--- config.mk ---
export PLATFORM = sky130hd
export DESIGN_NAME = cpack_pattern_matcher
export DESIGN_NICKNAME = d
export VERILOG_FILES = /design/src/rtl/cpack_pkg.sv /design/src/rtl/cpack_dict.sv /design/src/rtl/cpack_pattern_matcher.sv
export SDC_FILE = /design/constraint.sdc
export NUM_CORES = 1
export LEC_CHECK = 0
export CAP_MARGIN = 20
export CORE_ASPECT_RATIO = 1.5
export CORE_MARGIN = 2
export CORE_UTILIZATION = 45
export DETAILED_ROUTE_END_ITERATION = 8
export HOLD_SLACK_MARGIN = 0.06
export PLACE_DENSITY = 0.67
export SLEW_MARGIN = 25
export SYNTH_ARGS = -nofsm -noshare
export SYNTH_HDL_FRONTEND = slang
export SYNTH_HIERARCHICAL = 1
export SYNTH_SLANG_ARGS = --single-unit
--- constraint.sdc ---
create_clock -name i_clk -period 5.45 [get_ports i_clk]
set_input_delay 0.8175 -clock i_clk [delete_from_list [all_inputs] [get_ports i_clk]]
set_output_delay 0.8175 -clock i_clk [all_outputs]
set_load 0.02 [all_outputs]
--- src/rtl/cpack_pkg.sv ---
// Shared types and constants for the C-Pack pattern matcher: pattern encoding,
// code prefixes and output field widths.
package cpack_pkg;

    typedef enum logic [2:0] {
        ZZZZ = 3'd0,
        ZZZX = 3'd1,
        MMMM = 3'd2,
        MMMX = 3'd3,
        MMXX = 3'd4,
        XXXX = 3'd5
    } pattern_t;

    localparam int unsigned CODE_W = 34;
    localparam int unsigned LEN_W  = 6;

    localparam logic [1:0] PFX_ZZZZ = 2'b00;
    localparam logic [1:0] PFX_XXXX = 2'b01;
    localparam logic [1:0] PFX_MMMM = 2'b10;
    localparam logic [3:0] PFX_MMXX = 4'b1100;
    localparam logic [3:0] PFX_ZZZX = 4'b1101;
    localparam logic [3:0] PFX_MMMX = 4'b1110;

endpackage

--- src/rtl/cpack_dict.sv ---
// FIFO-replacement dictionary of recent words with per-entry match vectors
// for full, upper-24 and upper-16 bit comparisons.
module cpack_dict #(
    parameter int unsigned DICT_DEPTH = 16
) (
    input  logic                  i_clk,
    input  logic                  i_reset,
    input  logic                  i_clear,
    input  logic                  i_push,
    input  logic [31:0]           i_word,
    output logic [DICT_DEPTH-1:0] o_match_full,
    output logic [DICT_DEPTH-1:0] o_match_hi24,
    output logic [DICT_DEPTH-1:0] o_match_hi16
);

    localparam int unsigned IDX_W = $clog2(DICT_DEPTH);

    logic [31:0]           data_q [DICT_DEPTH];
    logic [DICT_DEPTH-1:0] valid_q, valid_d;
    logic [IDX_W-1:0]      wr_ptr_q, wr_ptr_d;
    logic [IDX_W-1:0]      push_idx;

    // A push in the same cycle as a clear lands in entry 0 and survives the flush.
    always_comb begin
        push_idx = i_clear ? '0 : wr_ptr_q;
        valid_d  = i_clear ? '0 : valid_q;
        wr_ptr_d = i_clear ? '0 : wr_ptr_q;
        if (i_push) begin
            valid_d[push_idx] = 1'b1;
            wr_ptr_d          = push_idx + IDX_W'(1);
        end
    end

    always_ff @(posedge i_clk) begin
        if (i_reset) begin
            valid_q  <= '0;
            wr_ptr_q <= '0;
        end else begin
            valid_q  <= valid_d;
            wr_ptr_q <= wr_ptr_d;
        end
    end

    always_ff @(posedge i_clk) begin
        if (i_push) begin
            data_q[push_idx] <= i_word;
        end
    end

    // A word presented alongside a clear sees an empty dictionary.
    always_comb begin
        o_match_full = '0;
        o_match_hi24 = '0;
        o_match_hi16 = '0;
        for (int i = 0; i < DICT_DEPTH; i++) begin
            o_match_full[i] = valid_q[i] & ~i_clear & (data_q[i] == i_word);
            o_match_hi24[i] = valid_q[i] & ~i_clear & (data_q[i][31:8] == i_word[31:8]);
            o_match_hi16[i] = valid_q[i] & ~i_clear & (data_q[i][31:16] == i_word[31:16]);
        end
    end

endmodule

--- src/rtl/cpack_pattern_matcher.sv ---
// C-Pack word classifier: dictionary lookup, priority encode, code/length mux
// and a one-deep handshaked output register.
module cpack_pattern_matcher
    import cpack_pkg::*;
#(
    parameter int unsigned DICT_DEPTH = 16
) (
    input  logic              i_clk,
    input  logic              i_reset,
    input  logic              i_clear,
    input  logic              i_valid,
    output logic              o_ready,
    input  logic [31:0]       i_word,
    output logic              o_valid,
    input  logic              i_ready,
    output logic [CODE_W-1:0] o_code,
    output logic [LEN_W-1:0]  o_len,
    output pattern_t          o_type
);

    localparam int unsigned IDX_W = $clog2(DICT_DEPTH);

    logic [DICT_DEPTH-1:0] match_full, match_hi24, match_hi16;
    logic                  accept, push;
    pattern_t              pat;
    logic [IDX_W-1:0]      idx;
    logic [CODE_W-1:0]     code;
    logic [LEN_W-1:0]      len;

    logic                  valid_q;
    logic [CODE_W-1:0]     code_q;
    logic [LEN_W-1:0]      len_q;
    pattern_t              type_q;

    function automatic logic [IDX_W-1:0] lowest_idx(input logic [DICT_DEPTH-1:0] vec);
        logic [IDX_W-1:0] r;
        r = '0;
        for (int i = DICT_DEPTH - 1; i >= 0; i--) begin
            if (vec[i]) r = IDX_W'(i);
        end
        return r;
    endfunction

    assign o_ready = ~valid_q | i_ready;
    assign accept  = i_valid & o_ready & ~i_reset;
    assign push    = accept & (pat inside {XXXX, MMXX, MMMX});

    cpack_dict #(
        .DICT_DEPTH (DICT_DEPTH)
    ) u_dict (
        .i_clk        (i_clk),
        .i_reset      (i_reset),
        .i_clear      (i_clear),
        .i_push       (push),
        .i_word       (i_word),
        .o_match_full (match_full),
        .o_match_hi24 (match_hi24),
        .o_match_hi16 (match_hi16)
    );

    always_comb begin
        pat = XXXX;
        idx = '0;
        if (i_word == 32'd0) begin
            pat = ZZZZ;
        end else if (i_word[31:8] == 24'd0) begin
            pat = ZZZX;
        end else if (|match_full) begin
            pat = MMMM;
            idx = lowest_idx(match_full);
        end else if (|match_hi24) begin
            pat = MMMX;
            idx = lowest_idx(match_hi24);
        end else if (|match_hi16) begin
            pat = MMXX;
            idx = lowest_idx(match_hi16);
        end
    end

    always_comb begin
        code = '0;
        len  = '0;
        unique case (pat)
            ZZZZ: begin
                code = CODE_W'(PFX_ZZZZ);
                len  = LEN_W'(2);
            end
            ZZZX: begin
                code = CODE_W'({PFX_ZZZX, i_word[7:0]});
                len  = LEN_W'(12);
            end
            MMMM: begin
                code = CODE_W'({PFX_MMMM, idx});
                len  = LEN_W'(2 + IDX_W);
            end
            MMMX: begin
                code = CODE_W'({PFX_MMMX, idx, i_word[7:0]});
                len  = LEN_W'(12 + IDX_W);
            end
            MMXX: begin
                code = CODE_W'({PFX_MMXX, idx, i_word[15:0]});
                len  = LEN_W'(20 + IDX_W);
            end
            default: begin
                code = CODE_W'({PFX_XXXX, i_word});
                len  = LEN_W'(34);
            end
        endcase
    end

    always_ff @(posedge i_clk) begin
        if (i_reset) begin
            valid_q <= 1'b0;
            code_q  <= '0;
            len_q   <= '0;
            type_q  <= ZZZZ;
        end else if (accept) begin
            valid_q <= 1'b1;
            code_q  <= code;
            len_q   <= len;
            type_q  <= pat;
        end else if (i_ready) begin
            valid_q <= 1'b0;
        end
    end

    assign o_valid = valid_q;
    assign o_code  = code_q;
    assign o_len   = len_q;
    assign o_type  = type_q;

endmodule
# Word level (Yosys, flattened, before mapping)
# Memory sizes are Yosys's and may differ from the RTL's.
# Cells that the tools add are included.
# op_classes
n_addsub,1
multipliers,0
div_mod_pow,0
n_lt_le_gt_ge,2
eq_ne,53
shifts,0
n_mux,70
bitwise_logic,72
reduce_logical,9
# op_table
operator,n
$eq 32x32->1,16
$eq 24x24->1,16
$eq 16x16->1,16
$mux 4,55
$pmux 33 s5,1
$and 1x1->1,67
$reduce_or 16->1,3
$logic_not 32->1,1
$mux 16,2
$pmux 6 s5,1
$logic_not 24->1,1
$or 16x16->16,1
$mux 3,4
$eq 3x2->1 const B,2
$eq 3x3->1 const B,2
$mux 1,6
$lt 4x5->1 const B,1
$add 4x1->4 const B,1
$demux 1 s4,1
$ge 4x1->1 const B,1
$eq 3x1->1 const B,1
$logic_not 3->1,1
$not 1->1,3
$reduce_bool 3->1,1
other kinds (3),3
# word_totals
register_bits,64
latchBits,0
mem_bits_rw,512
romBits,0
input_bits,37
output_inout_bits,45
word_cells,214
n_memories,1
# memory_table
memory,depth,word_bits,rd,rd_ports_with_merged_regs,wr,line,rtl
u_dict.data_q,16,32,16,0,1,cpack_dict.sv:18,logic [31:0] data_q [DICT_DEPTH];

# Logic depth before layout (Yosys ltp)
# Gate-level depths: netlist of the first run.
# logic_depth
depth_word,25
ltp_mapped,15
ltp_nobuf,12

# Modules after synthesis
# Netlist of the first run, hierarchy kept.
# by_module_without_submodules
module,instances,cells_per_inst,area_each_um2,seq_area_each_um2
cpack_dict,1,1470,22384.0,15775.1
cpack_pattern_matcher,1,283,2273.4,820.8

# Worst setup path before layout of the first run
# No wires, ideal clock.
# synth_path
path_kind,input -> register
from,input port i_word[3]
to,"memory u_dict.data_q[13][0], enable pin"
setup_ns,0.423
t_arrival_ns,4.852
t_required_ns,5.027
slack_ns,0.176
cell_stages,11
path_buffers,3
path_cell_list,clkbuf_1 -> clkbuf_1 -> xor2_1 -> nor4_1 -> and3_1 -> nor4_1 -> nand4_1 -> nor3_1 -> clkbuf_1 -> nand2_1 -> nor2_1
# synth_between
elab_chain_cells,11
word_cells_on_any_way,44
classes_between,eq/ne (19); mux (5); bitwise (17); reduce/logical (3)
# synth_rtl
element,line,rtl
from (decl),cpack_pattern_matcher.sv:13,"input logic [31:0] i_word,"
$eq 32x32->1 (*),cpack_dict.sv:56,o_match_full[i] = valid_q[i] & ~i_clear & (data_q[i] == i_word);
$and 1x1->1 (*),cpack_dict.sv:56,
named net match_full[8],cpack_pattern_matcher.sv:23,"logic [DICT_DEPTH-1:0] match_full, match_hi24, match_hi16;"
$reduce_or 16->1 (*),cpack_pattern_matcher.sv:68,end else if (|match_full) begin
$mux 3 (*),cpack_pattern_matcher.sv:68,
$mux 3 (*),cpack_pattern_matcher.sv:66,end else if (i_word[31:8] == 24'd0) begin
$mux 3 (*),cpack_pattern_matcher.sv:64,if (i_word == 32'd0) begin
$eq 3x3->1 or $eq 3x2->1 (tied branches),cpack_pattern_matcher.sv:46,"assign push = accept & (pat inside {XXXX, MMXX, MMMX});"
$reduce_bool 3->1 (*),cpack_pattern_matcher.sv:46,
$and 1x1->1 (*),cpack_pattern_matcher.sv:46,
named net push,cpack_pattern_matcher.sv:24,"logic accept, push;"
$mux 1 (*),cpack_dict.sv:45,if (i_push) begin
$mux 1 (implied by the code) (*),cpack_dict.sv:46,data_q[push_idx] <= i_word;
to (decl),cpack_dict.sv:18,
# Mark *: on every way through the listed nets, which the timed path passes. The rest lies on a longest branch.

# Worst setup path in the final report of the first run
# layout_path
from,input port i_clear
to,"memory u_dict.data_q[15][2], enable pin"
# layout_between
word_cells_on_any_way,81
classes_between,eq/ne (3); mux (8); bitwise (66); reduce/logical (4)
# layout_rtl
element,line,rtl
from (decl),cpack_pattern_matcher.sv:10,"input logic i_clear,"
$not 1->1 (*),cpack_dict.sv:57,o_match_hi24[i] = valid_q[i] & ~i_clear & (data_q[i][31:8] == i_word[31:8]);
$and 1x1->1 (*) (2 in series),cpack_dict.sv:57,
named net match_hi24[8],cpack_pattern_matcher.sv:23,
$reduce_or 16->1 (*),cpack_pattern_matcher.sv:71,end else if (|match_hi24) begin
$mux 3 (*),cpack_pattern_matcher.sv:71,
$mux 3 (*),cpack_pattern_matcher.sv:68,
$mux 3 (*),cpack_pattern_matcher.sv:66,
$mux 3 (*),cpack_pattern_matcher.sv:64,
$eq 3x3->1 or $eq 3x2->1 (tied branches),cpack_pattern_matcher.sv:46,
$reduce_bool 3->1 (*),cpack_pattern_matcher.sv:46,
$and 1x1->1 (*),cpack_pattern_matcher.sv:46,
named net push,cpack_pattern_matcher.sv:24,
$mux 1 (*),cpack_dict.sv:45,
$mux 1 (implied by the code) (*),cpack_dict.sv:46,
# Marked as above.

==> results_dict.tcl, run 1 <==
set metrics [dict create \
    worst_slew_pin_slew_ns 1.049 \
    drt_wl_total_mm 66.81 \
    fin_area_um2 28620 \
    tritoncts "built" \
    nFillCells 4562 \
    postCtsSetupRepairBufs 0 \
    pwr_density_cell_nw_per_um2 313.1 \
    fin_crit_ns 4.234 \
    cp-end-kind "register" \
    crit_family "buffers and inverters" \
    yosysSeqAreaShare_pct 67.31 \
    synthAdderAreaFrac_pct 0.2030 \
    cts_sinks 573 \
    setup_viol 0 \
    grt_pass1_wl_mm 98.44 \
    fp.dieW_um 195.1 \
    grt_use_met3_pct 2.890 \
    numCtsBuffers 50 \
    path_clk_slew_ns 0.06 \
    start_util_pct 45.33 \
    drt_iter0_drc 1479 \
    yosys.cell_types.count 69 \
    cp_cell_sequence "clkdlybuf4s50_1 > buf_4 > nand2b_1 > a21oi_1 > nand4_1 > nor4_1 > buf_4 > and3_1 > nor4_1 > buf_4 > nand4_1 > nor3_2 > buf_4 > nand3_1 > inv_1 > buf_12" \
    ys_top_cells_by_area "edfxtp_1, xor2_1, xnor2_1" \
    core_um2 54390 \
    h-tree-depth 2 \
    synth-xor-area-share_pct 15.52 \
    avgSynthCellArea_um2 14.07 \
    rows 105 \
    antenna_cells 0 \
    port_buffers 79 \
    fin_crit_sh_pct 77.68 \
    fin_nets 1967 \
    clk_latency_ns 0.58 \
    overflow 0 \
    cpPeakStageDelay_ns 0.81 \
    slew_violations 0 \
    synth_common_cells "edfxtp_1, xor2_1, xnor2_1" \
    ctsHoldBuffers 0 \
    critical_path_class "in -> reg" \
    met1_usage_pct 28.37 \
    root_buffer "clkbuf_16" \
    synth_most_common_cell "edfxtp_1" \
    cp.arrival_ns 4.50 \
    syn_to_final_growth_pct 16.06 \
    track_usage_pct 23.43 \
    die_h_um 290.7 \
    num_io_pins 82 \
    synth_compound_area_share_pct 5.267 \
    viasPerCell 5.756 \
    min_path_type "reg -> reg" \
    syn_area_um2 24660 \
    yosys_warnings 6 \
    cp_common_cell "buf_4" \
    placed_area_um2 27000 \
    synth_enable_flop_cells 512 \
    synth_seq_cells 573 \
    relSlewSlack_pct 30.06 \
    drv_cap 0 \
    ff2ff_setup_slack_ns 1.79 \
    setup_tns_ns 0 \
    hold_depth 2 \
    status "completed" \
    rsz0062_at_grt "false" \
    avgRoutedWirePerCell_um 25.10 \
    hold_viol 0 \
    drive_above_1_share_pct 12.56 \
    drtPass1Iterations 8 \
    ant_nets 0 \
    syn_inst 1753 \
    gp_congestion 0.9763 \
    synthArstFlopShare_pct 0 \
    antenna_found_initial 0 \
    critPathMaxFanout 24 \
    synth_largest_area_cell "edfxtp_1" \
    critPathLaunchType "primary input" \
    cp_slowest_cell "clkdlybuf4s50_1" \
    busiest_layer "met2" \
    clock_path_buffers 3 \
    crit_cells 16 \
    yosys.area_share.simple_pct 9.179 \
    max_freq_mhz 236.2 \
    synth_mux_area_share_pct 0 \
    synth_top_area_share_pct 62.35 \
    grt_start_max_net_pins 47 \
    r2r_cells 13 \
    post_cts_resized 0 \
    dieArea_um2 56720 \
    ys.flop_type "edfxtp_1" \
    grt_pass1_vias 15660 \
    cp.required_ns 5.72 \
    drc 0 \
    synth_top_family_by_area "XOR/XNOR gates" \
    dr_total_vias 15320 \
    hpwl_mm 44.40 \
    p_leak_nw 9.633 \
    ir_drop_mv 0.2880 \
    fin_skew_ns 0.02554 \
    path_buf_inv 7 \
    use_met2_pct 40.69 \
]
stage by stage:
stage          hold slack, ns  worst slack, ns  power [mW]  cells  util, %
2_1_floorplan          0.4592           0.1757       5.239   1754        -
3_3_place_gp           0.4466           0.6867       5.521   2569    49.65
6_report               0.4600            1.216       8.960   2662    52.61
3_5_place_dp           0.4476           0.6518       5.535   2569    49.65
5_1_grt                0.4876           0.8829       9.212   2662    52.61
4_1_cts                0.4623            1.218       9.012   2662    52.61
flip-flops by register name, indices dropped and copies added (netlist names):
register         cells
o_code              32
u_dict/data_q      512
o_type               3
u_dict/valid_q      16
u_dict/wr_ptr_q      4
o_len                5
o_valid              1
logic make-up after synthesis:
kind of cell | count (synthesis)
flip-flops | 573
XOR/XNOR | 437
AND/OR/NAND/NOR | 413
AO/OA/AOI/OAI | 181
buffers and inverters | 144
adder cells (fa/ha/maj) | 4
other | 1
report_power, final:
| group | internal, mW | switching [mW] | total (mW) |
|---|---|---|---|
| logic | 0.212 | 0.399 | 0.611 |
| registers | 4.81 | 0.0195 | 4.83 |
| clock network | 1.96 | 1.55 | 3.52 |
| total | 6.99 | 1.97 | 8.96 |
layout by cell type, fill, tap and decap left out, drive strengths merged, types with 4 or more instances in the layout:
cell type / instances
nor2b: 19
a22oi: 5
clkdlybuf4s50: 50
nand3: 31
o21ai: 8
a222oi: 11
o22ai: 22
o31ai: 6
o221ai: 9
clkbuf: 73
dfxtp: 61
a21o: 4
nor3: 35
o211ai: 6
edfxtp: 512
xor2: 286
and2: 5
clkinv: 16
xnor2: 151
nor4: 108
and3: 5
buf: 152
ha: 4
a211oi: 11
inv: 60
nand2b: 20
nand2: 53
nand4: 46
a221oi: 13
a21oi: 48
a22o: 13
or4: 8
nor2: 75
path summary, 6_finish.rpt:
kind                        startpoint                   end
hold / removal               o_code[3]             o_code[3]
setup reg to reg  u_dict/data_q[4][27]              o_len[1]
hold reg to reg              o_code[3]             o_code[3]
setup / recovery               i_clear  u_dict/data_q[15][2]
layout make-up:
type	count	area (µm²)	area share, %
Clock buffer	72	1426	4.984
Inverter	61	231.5	0.8089
Timing Repair Buffer	203	1852	6.471
Sequential cell	573	16600	57.99
Multi-Input combinational cell	1037	7455	26.05
Clock inverter	21	186.4	0.6515
Tap cell	695	869.6	3.039
metal layers:
metal  routed length [µm]  vias to the layer above
li1                     -                     6813
met5                    0                        -
met2                33650                      665
met1                25580                     7666
met4                 3866                        0
met3                 3704                      179
tightest hold or removal path, cell delays in order (launching register included):
cell and delay (ns):
dfxtp_1 0.31, nand2_1 0.05, a21oi_1 0.05
(Power assumes the default switching activity.)
==> run 2, diff against run 1 <==
clock period = 3.8 ns   (was 5.45 ns; I/O delays follow)
==> run 2 against run 1 <==
- register-to-register slack got worse by 1.5 ns
- clock skew decreased by 0.0017 ns
- first-iteration DRC count decreased by 20%
- die area unchanged
- utilization increased by 4.6 points
- sequential share of layout area decreased by 4.7 points
- setup slack got worse by 1.1 ns
- critical path depth decreased by 1
- sequential power increased by 43%
- wire length increased by 4.4%
- combinational power increased by 70%
- clock-buffer cell count decreased by 5
- critical endpoint is now u_dict/data_q[4][3]
- largest power group unchanged
- highest routed layer unchanged
==> results_dict.tcl, run 2 (synthesized netlist as in run 1, its figures left out) <==
set metrics [dict create \
    start_util_pct 45.33 \
    gp_congestion 0.9572 \
    setup_viol 0 \
    top_register "u_dict/data_q" \
    dieArea_um2 56720 \
    cp_common_cell "buf_12" \
    hp-start "i_word[18]" \
    fp.dieW_um 195.1 \
    numCtsBuffers 50 \
    fin_crit_ns 3.679 \
    ant_nets 0 \
    h-tree-depth 2 \
    min_to "u_dict/data_q[11][18]" \
    rr_endpoint "o_code[13]" \
    antenna_cells 0 \
    multi_input_area_um2 7571 \
    nFillCells 4407 \
    pwr_density_cell_nw_per_um2 416.9 \
    fin_crit_sh_pct 96.81 \
    clock_path_buffers 3 \
    drt_wl_total_mm 69.78 \
    cp_cell_sequence "clkdlybuf4s50_1 > buf_12 > inv_2 > buf_4 > a222oi_1 > or4b_4 > nor4_4 > and3_4 > nor4_1 > nand4_1 > nor3_2 > buf_12 > nand3_1 > clkinvlp_4 > buf_12" \
    hpwl_mm 50.97 \
    die_h_um 290.7 \
    final_common_cell "edfxtp_1" \
    drt_iter0_drc 1181 \
    final_util_pct 57.25 \
    cp_slowest_cell "or4b_4" \
    num_io_pins 82 \
    core_um2 54390 \
    hold_depth 2 \
    drive_above_1_share_pct 24.21 \
    root_buffer "clkbuf_16" \
    antenna_found_initial 0 \
    drc 0 \
    cp.arrival_ns 4.01 \
    cts_sinks 573 \
    dp.cells 2832 \
    tritoncts "built" \
    ctsHoldBuffers 0 \
    status "completed" \
    track_usage_pct 24.61 \
    grt_start_max_net_pins 47 \
    ff2ff_setup_slack_ns 0.34 \
    cp-startpoint "i_word[23]" \
    cp.required_ns 4.13 \
    drtPass1Iterations 8 \
    dr_total_vias 16160 \
    worst_slew_pin_slew_ns 0.7045 \
    avgRoutedWirePerCell_um 23.82 \
    drv_cap 0 \
    clk_latency_ns 0.59 \
    rows 105 \
    cpPeakStageDelay_ns 0.56 \
    rsz0062_at_grt "false" \
    fin_nets 2236 \
    syn_to_final_growth_pct 26.29 \
    max_freq_mhz 271.8 \
    path_clk_slew_ns 0.07 \
    critPathMaxFanout 19 \
    viasPerCell 5.516 \
    relSlewSlack_pct 52.60 \
    overflow 0 \
    largest_reg_flops 512 \
    grt_pass1_vias 16650 \
    critical_path_class "in -> reg" \
    ir_drop_mv 0.4531 \
    final_cells 2930 \
    mostFrequentLayoutCells "edfxtp_1, buf_4, xor2_1" \
    hold_viol 0 \
    grt_pass1_wl_mm 103.7 \
    slew_violations 0 \
    timing.rr.start "u_dict/data_q[9][23]" \
    r2r_cells 15 \
    min_path_type "in -> reg" \
    fin_skew_ns 0.02385 \
    ff_latch_area_um2 16600 \
    critPathLaunchType "primary input" \
    p_leak_nw 10.89 \
    port_buffers 79 \
    cp-end-kind "register" \
]
-- run 2: cell types whose count changed in the layout (fill, tap and decap cells not counted), moves of 4 or more --
cell        delta
clkbuf_8       -4
clkinvlp_4    +15
clkinv_1       +6
buf_12        +29
nor4_2         +5
nor4_1         -7
buf_4        +239
clkinv_2       -6
inv_1         -15
-- run 2: power breakdown --
| group | internal, mW | leakage, nW | total, mW | switching, mW |
|---|---|---|---|---|
| Clock | 2.72 | 0.767 | 5.02 | 2.30 |
| Sequential | 6.90 | 5.11 | 6.93 | 0.0313 |
| Combinational | 0.444 | 5.02 | 1.04 | 0.591 |
| Total | 10.1 | 10.9 | 13.0 | 2.92 |
-- run 2: routing by layer --
| metal | vias to the layer above | routed length, µm | part of all wire [%] | GRT usage (%) |
|---|---|---|---|---|
| met5 | - | 0 | 0 | 0 |
| met4 | 0 | 3791 | 5.4 | 12.25 |
| met3 | 154 | 3169 | 4.5 | 2.541 |
| met2 | 551 | 37270 | 53 | 45.51 |
| met1 | 8087 | 25550 | 37 | 28.15 |
| li1 | 7370 | - | - | - |
-- run 2: timing repair --
action | in CTS | in global routing
setup endpoints to repair | 38 | 540
pin swaps | 2 | 4
resized for setup | 6 | 16
setup buffers | 2 | 3
gates cloned | 1 | 0
-- run 2: layout make-up --
class / count / area share, %
Clock buffer: 67 / 4.456
Tap cell: 695 / 2.793
Sequential cell: 573 / 53.30
Clock inverter: 25 / 0.6509
Timing Repair Buffer: 471 / 13.57
Multi-Input combinational cell: 1038 / 24.31
Inverter: 61 / 0.9242
-- run 2: worst max path at each step --
stage,end,cells after the start
floorplan,u_dict/data_q[13][0],11
global placement,u_dict/data_q[13][12],14
detailed placement,u_dict/data_q[13][11],14
CTS,o_code[8],16
global route,o_len[3],18
finish,u_dict/data_q[4][3],15
-- run 2: worst max-delay path: cells and delay by family --
family | cells | cell delay [ns]
AOI/OAI and AO/OA | 1 | 0.33
buffers and inverters | 7 | 1.52
and+or+nand+nor | 7 | 1.57
-- run 2: through the flow --
step	TNS, ns	instance area, µm²	setup WS [ns]	power (mW)	hold WS (ns)
finish	0	31140	0.1212	12.98	0.3456
global route	0	31140	0.003269	13.35	0.3390
CTS	0	31030	0.0002860	13.04	0.3253
detailed placement	-267.03	29380	-0.8477	8.095	0.4438
global placement	-261.95	29380	-0.7746	8.076	0.4455
floorplan	0	24750	0.01506	7.516	0.4592
